<file path="config.mk">
export PLATFORM = sky130hd
export DESIGN_NAME = dot_channel_seq
export DESIGN_NICKNAME = d
export VERILOG_FILES = /design/src/rtl/dot_channel_seq_pkg.sv /design/src/rtl/dot_seq_acc.sv /design/src/rtl/dot_channel_seq.sv
export SDC_FILE = /design/constraint.sdc
export NUM_CORES = 1
export LEC_CHECK = 0
export BUFFER_PORTS_ARGS = -buffer_cell sky130_fd_sc_hd__buf_2
export CAP_MARGIN = 20
export CORE_ASPECT_RATIO = 1.2
export CORE_MARGIN = 1
export CORE_UTILIZATION = 55
export CTS_BUF_LIST = sky130_fd_sc_hd__clkbuf_2
export DETAILED_ROUTE_END_ITERATION = 8
export HOLD_SLACK_MARGIN = 0.15
export PLACE_DENSITY = 0.85
export SLEW_MARGIN = 10
export SYNTH_ARGS = -nofsm -noshare
export SYNTH_HDL_FRONTEND = slang
export SYNTH_SLANG_ARGS = --single-unit
export TNS_END_PERCENT = 50
</file>
<file path="constraint.sdc">
create_clock -name clk -period 2.8 [get_ports clk]
set_clock_uncertainty 0.2 [all_clocks]
set_input_delay 0.84 -clock clk [delete_from_list [all_inputs] [get_ports clk]]
set_output_delay 0.84 -clock clk [all_outputs]
set_load 0.02 [all_outputs]
</file>
<file path="src/rtl/dot_channel_seq_pkg.sv">
// ============================================================================
// Module      : dot_channel_seq_pkg
// Description : Shared widths and state encoding for the dot-channel
//               sequencer.
// Revision    : 1.1
// ============================================================================
`default_nettype none
`ifndef DATA_LEN_BITS
`define DATA_LEN_BITS 16
`endif

package dot_channel_seq_pkg;
    localparam int DATA_LEN = `DATA_LEN_BITS;
    localparam int CS_W     = 4;
    localparam int PHASE_W  = 3;

    typedef enum logic [2:0] {
        IDLE  = 3'd0,
        LOAD  = 3'd1,
        DRAIN = 3'd2,
        OUT   = 3'd3,
        FIN   = 3'd4
    } seq_state_t;
endpackage
`default_nettype wire

</file>
<file path="src/rtl/dot_seq_acc.sv">
// Phase accumulator: loads the first partial sum, then adds the rest modulo 2^DATA_LEN.
`default_nettype none
module dot_seq_acc
   import dot_channel_seq_pkg::*;
(
   input  logic                clk,
   input  logic                rst_n,
   input  logic                first,
   input  logic                add,
   input  logic [DATA_LEN-1:0] din,
   output logic [DATA_LEN-1:0] q
);
   always_ff @(posedge clk or negedge rst_n) begin
      if (!rst_n) begin
         q <= '0;
      end else if (first) begin
         q <= din;
      end else if (add) begin
         q <= q + din;
      end
   end
endmodule
`default_nettype wire

</file>
<file path="src/rtl/dot_channel_seq.sv">
// Dot-channel sequencer: walks phases and channel chunks, accumulates each phase, hands it off.
// Optional DOT_SEQ_TIMEOUT_EN adds a dot_valid watchdog and the sticky err port.
`default_nettype none
module dot_channel_seq
   import dot_channel_seq_pkg::*;
#(
   parameter int NUM_CS    = 9,
   parameter int NUM_PHASE = 7
`ifdef DOT_SEQ_TIMEOUT_EN
   ,
   parameter int TIMEOUT   = 64
`endif
) (
   input  logic                clk,
   input  logic                rst_n,
   input  logic                start,
   output logic                busy,
   output logic                done,
   output logic                ws_load,
   output logic                dc_load,
   output logic [CS_W-1:0]     cs,
   output logic [PHASE_W-1:0]  phase,
   input  logic                dot_valid,
   input  logic [DATA_LEN-1:0] dot_q,
   output logic                out_valid,
   input  logic                out_ready,
   output logic [DATA_LEN-1:0] out_data
`ifdef DOT_SEQ_TIMEOUT_EN
   ,
   output logic                err
`endif
);
   localparam logic [CS_W-1:0]    CS_LAST    = CS_W'(NUM_CS - 1);
   localparam logic [PHASE_W-1:0] PHASE_LAST = PHASE_W'(NUM_PHASE - 1);

   seq_state_t         state, state_nx;
   logic [CS_W-1:0]    cs_nx;
   logic [PHASE_W-1:0] phase_nx;
   logic               acc_first, acc_add;
   logic               timed_out;

`ifdef DOT_SEQ_TIMEOUT_EN
   localparam int WAIT_W = $clog2(TIMEOUT + 1);
   logic [WAIT_W-1:0] wait_cnt;

   // The counter is zero on the first cycle of every LOAD stretch.
   assign timed_out = (state == LOAD) && !dot_valid && (wait_cnt == WAIT_W'(TIMEOUT - 1));

   always_ff @(posedge clk or negedge rst_n) begin
      if (!rst_n) begin
         wait_cnt <= '0;
         err      <= 1'b0;
      end else begin
         wait_cnt <= (state == LOAD) ? wait_cnt + 1'b1 : '0;
         if (timed_out) begin
            err <= 1'b1;
         end
      end
   end
`else
   assign timed_out = 1'b0;
`endif

   always_ff @(posedge clk or negedge rst_n) begin
      if (!rst_n) begin
         state <= IDLE;
         cs    <= '0;
         phase <= '0;
      end else begin
         state <= state_nx;
         cs    <= cs_nx;
         phase <= phase_nx;
      end
   end

   always_comb begin
      state_nx  = state;
      cs_nx     = cs;
      phase_nx  = phase;
      acc_first = 1'b0;
      acc_add   = 1'b0;
      case (state)
         IDLE: begin
            if (start) begin
               state_nx = LOAD;
               cs_nx    = '0;
               phase_nx = '0;
            end
         end
         LOAD: begin
            if (dot_valid) begin
               acc_first = (cs == '0);
               acc_add   = (cs != '0);
               state_nx  = DRAIN;
            end else if (timed_out) begin
               // Abandon the partial phase; no result is offered downstream.
               state_nx = FIN;
               cs_nx    = '0;
               phase_nx = '0;
            end
         end
         DRAIN: begin
            if (cs < CS_LAST) begin
               cs_nx    = cs + 1'b1;
               state_nx = LOAD;
            end else begin
               state_nx = OUT;
            end
         end
         OUT: begin
            if (out_ready) begin
               cs_nx = '0;
               if (phase < PHASE_LAST) begin
                  phase_nx = phase + 1'b1;
                  state_nx = LOAD;
               end else begin
                  phase_nx = '0;
                  state_nx = FIN;
               end
            end
         end
         FIN:     state_nx = IDLE;
         default: state_nx = IDLE;
      endcase
   end

   assign busy      = (state != IDLE);
   assign done      = (state == FIN);
   assign ws_load   = (state == LOAD);
   assign dc_load   = (state == LOAD);
   assign out_valid = (state == OUT);

   dot_seq_acc u_acc (
      .clk   (clk),
      .rst_n (rst_n),
      .first (acc_first),
      .add   (acc_add),
      .din   (dot_q),
      .q     (out_data)
   );
endmodule
`default_nettype wire

</file>
After elaboration in Yosys (flattened, before gate mapping)
Cells that the tools add are included.

Add/subtract/negate cells: 3. Multiplexer cells: 20. Equality and inequality tests: 8. $lt $le $gt $ge: 2. Reduce and logical (&&, ||, !) cells: 10.

Operators by type and width (count): $mux W16 (2); $mux W3 (7); $add A16 B16 Y16 (1); $mux W4 (3); $pmux W3 S4 (1); $pmux W4 S3 (1); $eq A3 B2 Y1 const B (2); $pmux W3 S2 (1); $reduce_and A3 Y1 (2); $reduce_bool A3 Y1 (2); $add A4 B1 Y4 const B (1); $logic_not A4 Y1 (1); $lt A4 B4 Y1 const B (1); $mux W1 (4); $ne A2 B1 Y1 const B (2); $ne A2 B2 Y1 const B (2); $reduce_and A4 Y1 (1); $reduce_bool A2 Y1 (2); $reduce_bool A4 Y1 (1); $add A3 B1 Y3 const B (1); $eq A3 B1 Y1 const B (1); $eq A3 B3 Y1 const B (1); $logic_not A3 Y1 (1); $lt A3 B3 Y1 const B (1); $mux W2 (1).

Register bits: 26. Input bits: 21. Output and inout bits: 28. Word-level logic and storage cells: 47.

Longest topological paths before layout
Depth after elaboration: 5. Mapped depth: 8. Gate-level depth less buffers: 8.

Modules after synthesis
Synthesis repeated with hierarchy kept, for this count alone.

Cell total of the unflattened synthesis: 245. Area total of the unflattened synthesis: 2199.6 sq um.

By module, submodules not included: dot_seq_acc (instances 1, area an instance 1549.0 sq um, cells an instance 176, sequential area each 400.4 sq um); dot_channel_seq (instances 1, area an instance 650.6 sq um, cells an instance 69, sequential area each 250.2 sq um).

Worst setup path before layout
OpenSTA, ideal clock, no wires.

Kind: input port to flip-flop. Start point: input port dot_q[0]. End point: register u_acc.q[8]. Setup slack: 88 ps. Cell stages on the path: 8. Arrival: 2384 ps. Setup time: 128 ps. Path through: ha_1 fa_1 a21oi_1 o21ai_0 a21o_1 a31oi_1 mux2i_1 nand3_1.

Word-level cells in the longest chain between the ends: 3.

RTL lines: start, declared (line dot_channel_seq.sv:24) `input logic [DATA_LEN-1:0] dot_q,`; $add A16 B16 Y16 (line dot_seq_acc.sv:19) `q <= q + din;`; $mux W16 (line dot_seq_acc.sv:18) `end else if (add) begin`; $mux W16 (line dot_seq_acc.sv:16) `end else if (first) begin`; end signal, assigned (line dot_seq_acc.sv:17) `q <= din;`; end signal, assigned (line dot_seq_acc.sv:19); end, declared (line dot_seq_acc.sv:11) `output logic [DATA_LEN-1:0] q`.

Every way passes these cells. The select of a mux whose other input is x is not followed. A chain may end at the register's enable or synchronous reset.

Worst setup path in the final report
Start point: input port dot_q[0]. End point: register u_acc.q[6].

The elaborated chain is that of the path after synthesis.

==> results.toml <==
[die]
start_util_pct = 58.7
ios = 49
fp.dieH_um = 68.2
rows = 23
die_x_um = 57.2
core_um2 = 3420
dieArea_um2 = 3900

[sta]
final_hold_viol_count = 0
finalSetupViolCount = 0
worst_slew_pin_slew_ns = 0.601
maxSlewViolCount = 0
min_period_over_period_pct = 91.3
clock.fmax_ghz = 0.391
rsz0062_at_grt = "false"
max_slew_margin_pct = 60.0
min_period_ns = 2.56

[synthesis]
syn-cell-area_um2 = 2010
synthCells = 245
syn_avg_cell_area_um2 = 8.20
ys_seq_elements = 26
synth_nets = 285
synth_area_leaders = "dfrtp_1 32%, ha_1 11%, a21oi_1 6.5%"
ys_seq_area_share_pct = 32.4
synth_top_area_share_pct = 32.4
synth_flop_cell = "dfrtp_1"
ys_types = 42
yosysWarnings = 0
synthArstFlopShare_pct = 100
yosysTopAreaCell = "dfrtp_1"
synth_edf_count = 0

[power]
p_leak_nw = 1.17
ir_drop_v = 0.000522
power.total_w = 0.00267
power_density_nw_per_um2 = 1130

[global_routing]
grt_pass1_wl_um = 7850
grt_max_degree = 27
grt_pass1_vias = 1847
antenna_found_initial = 0
track_usage_pct = 25.5
overflow = 0

[clock_tree]
cts_tree = "built"
cts_resized = 0
cts-root-buf = "clkbuf_2"
clockBufferDepth = 2
numCtsBuffers = 3
htreeDepth = 1
post_cts_buffers = 0
insertion_delay_ns = 0.38
numClockSinks = 26
path_clk_slew_ns = 0.27
cts_hold_buf = 0

[critical_path]
critPathKind = "in -> reg"
path_cells = "buf_2 > ha_1 > fa_1 > a21oi_1 > o21ai_0 > a21o_1 > buf_4 > xnor2_1 > o21ai_0 > o21a_1"
reg2reg_slack_ns = 0.35
crit_required_ns = 2.94
crit_cells = 10
critPathMaxFanout = 3
cp_slowest_stage_delay_ns = 0.40
crit_buf_inv = 2
worstPathArrival_ns = 2.70
cpMaxStageDelayCell = "fa_1"
startpoint_type = "input pin"
cpLargestDelayFamily = "compound AO/OA/AOI/OAI gates"
rr_worst_depth = 9
cpMostUsedCell = "o21ai_0"
cp-end-kind = "flop"

[placement]
dp_hpwl_um = 3530
port_buffers = 48
placed_cells = 329
place_congestion = 0.942

[drt]
wl_met2_um = 2430
viasPerCell = 5.92
ant_nets = 0
drc = 3
vias = 1971
top_layer_used = "met4"
finalWirelength_um = 4690
drt_iter0_drc = 102
wl_per_cell_um = 14.1
met3_length_um = 151
drt-met1-wl_um = 2050
dr.pass1.iters = 8

[flow_run]
drv_cap = 0

[layout]
synthToLayoutAreaGrowth_pct = 17.9
fin_util_pct = 69.2
n_antenna_cell = 0
fillers = 273
fin_nets = 337
fin_cells = 333
drive_gt1_share_pct = 22.3

[outcome]
violations = "design-rule violations"
status = "complete, but fails checks"

[worst_hold_path]
hold_path.class = "in -> async"
## routing by layer
layer / global-route usage [%] / vias up
met2: 46.8 / 51
li1: - / 986
met5: 0 / -
met3: 2.84 / 6
met1: 30.8 / 928
met4: 9.45 / 0
## final timing paths
| path | endpoint | from |
|---|---|---|
| min in group clk | phase[0] | phase[0] |
| worst max register to register | u_acc.q[6] | u_acc.q[0] |
| worst min register to register | phase[0] | phase[0] |
| worst min-delay path | u_acc.q[0] | rst_n |
| worst max-delay path | u_acc.q[6] | dot_q[0] |
| max in group asynchronous | cs[1] | rst_n |
## area by class of cell
class	count	area [um2]	area share (%)
Clock buffer	3	15.0	0.634
Clock inverter	1	30.0	1.27
Inverter	6	22.5	0.951
Multi-Input combinational cell	202	1290	54.4
Sequential cell	26	651	27.5
Tap cell	37	46.3	1.95
Timing Repair Buffer	58	315	13.3
## cell usage in the layout, fill, tap and decap left out, types with 2 or more instances in the layout
| master | n |
|---|---|
| xnor2_1 | 9 |
| o21ai_0 | 26 |
| nor2_1 | 16 |
| o21bai_1 | 3 |
| or3_1 | 5 |
| nand3_1 | 11 |
| a21oi_1 | 26 |
| a21o_1 | 7 |
| inv_1 | 6 |
| a41oi_1 | 2 |
| a211oi_1 | 2 |
| nor3b_1 | 3 |
| ha_1 | 18 |
| mux2i_1 | 2 |
| dfrtp_1 | 26 |
| nand2_1 | 31 |
| xor2_1 | 3 |
| a31oi_1 | 5 |
| buf_2 | 48 |
| and3_1 | 5 |
| buf_4 | 10 |
| nand4_1 | 3 |
| nand3b_1 | 2 |
| clkbuf_2 | 3 |
| nor2b_1 | 5 |
| nor3_1 | 2 |
## cell usage after synthesis (2+ instances only)
cell type  instances
dfrtp_1           26
a211oi_1           2
and3_1             5
buf_2              2
a31oi_1            5
a21o_1             7
o21bai_1           3
a41oi_1            2
nor2_1            16
nand2_1           31
nor2b_1            5
or3_1              5
mux2i_1            2
a21oi_1           26
clkbuf_1           8
xnor2_1            9
nand3_1           11
ha_1              18
xor2_1             3
nor3b_1            3
nand3b_1           2
o21ai_0           26
inv_1              6
nor3_1             2
nand4_1            3
## registers in the layout, summed over array words and instances, names as in the netlist
signal	flops
cs	4
phase	3
state	3
u_acc.q	16
## power by group
| group | internal, W | switching (W) | total [W] | leakage (nW) |
|---|---|---|---|---|
| Clock | 0.000123 | 0.000125 | 0.000248 | 0.0266 |
| Combinational | 0.000721 | 0.00104 | 0.00177 | 0.821 |
| Sequential | 0.000517 | 0.000142 | 0.000659 | 0.323 |
| Total | 0.00136 | 0.00131 | 0.00267 | 1.17 |
## cells by family after synthesis
family                     Yosys count  synth area share (%)
and+or+nand+nor                     91                  22.9
AOI/OAI and AO/OA                   78                  22.8
DFF                                 26                  32.4
adders and majority gates           19                  12.2
buffers and inverters               17                  3.49
xor gates and xnor gates            12                  5.23
muxes                                2                 0.996
## metrics by stage
stage / worst slack, ns / area [um2] / setup TNS, ns / hold WS (ns)
after floorplan: 0.0878 / 2010 / 0 / 0.344
after global placement: -0.0559 / 2320 / -0.0879 / 0.295
after detailed placement: -0.158 / 2320 / -0.534 / 0.304
after CTS: 0.279 / 2370 / 0 / 0.224
after global routing: 0.0852 / 2370 / 0 / 0.234
final: 0.245 / 2370 / 0 / 0.212
No activity file was read; power rests on OpenSTA's default activity.
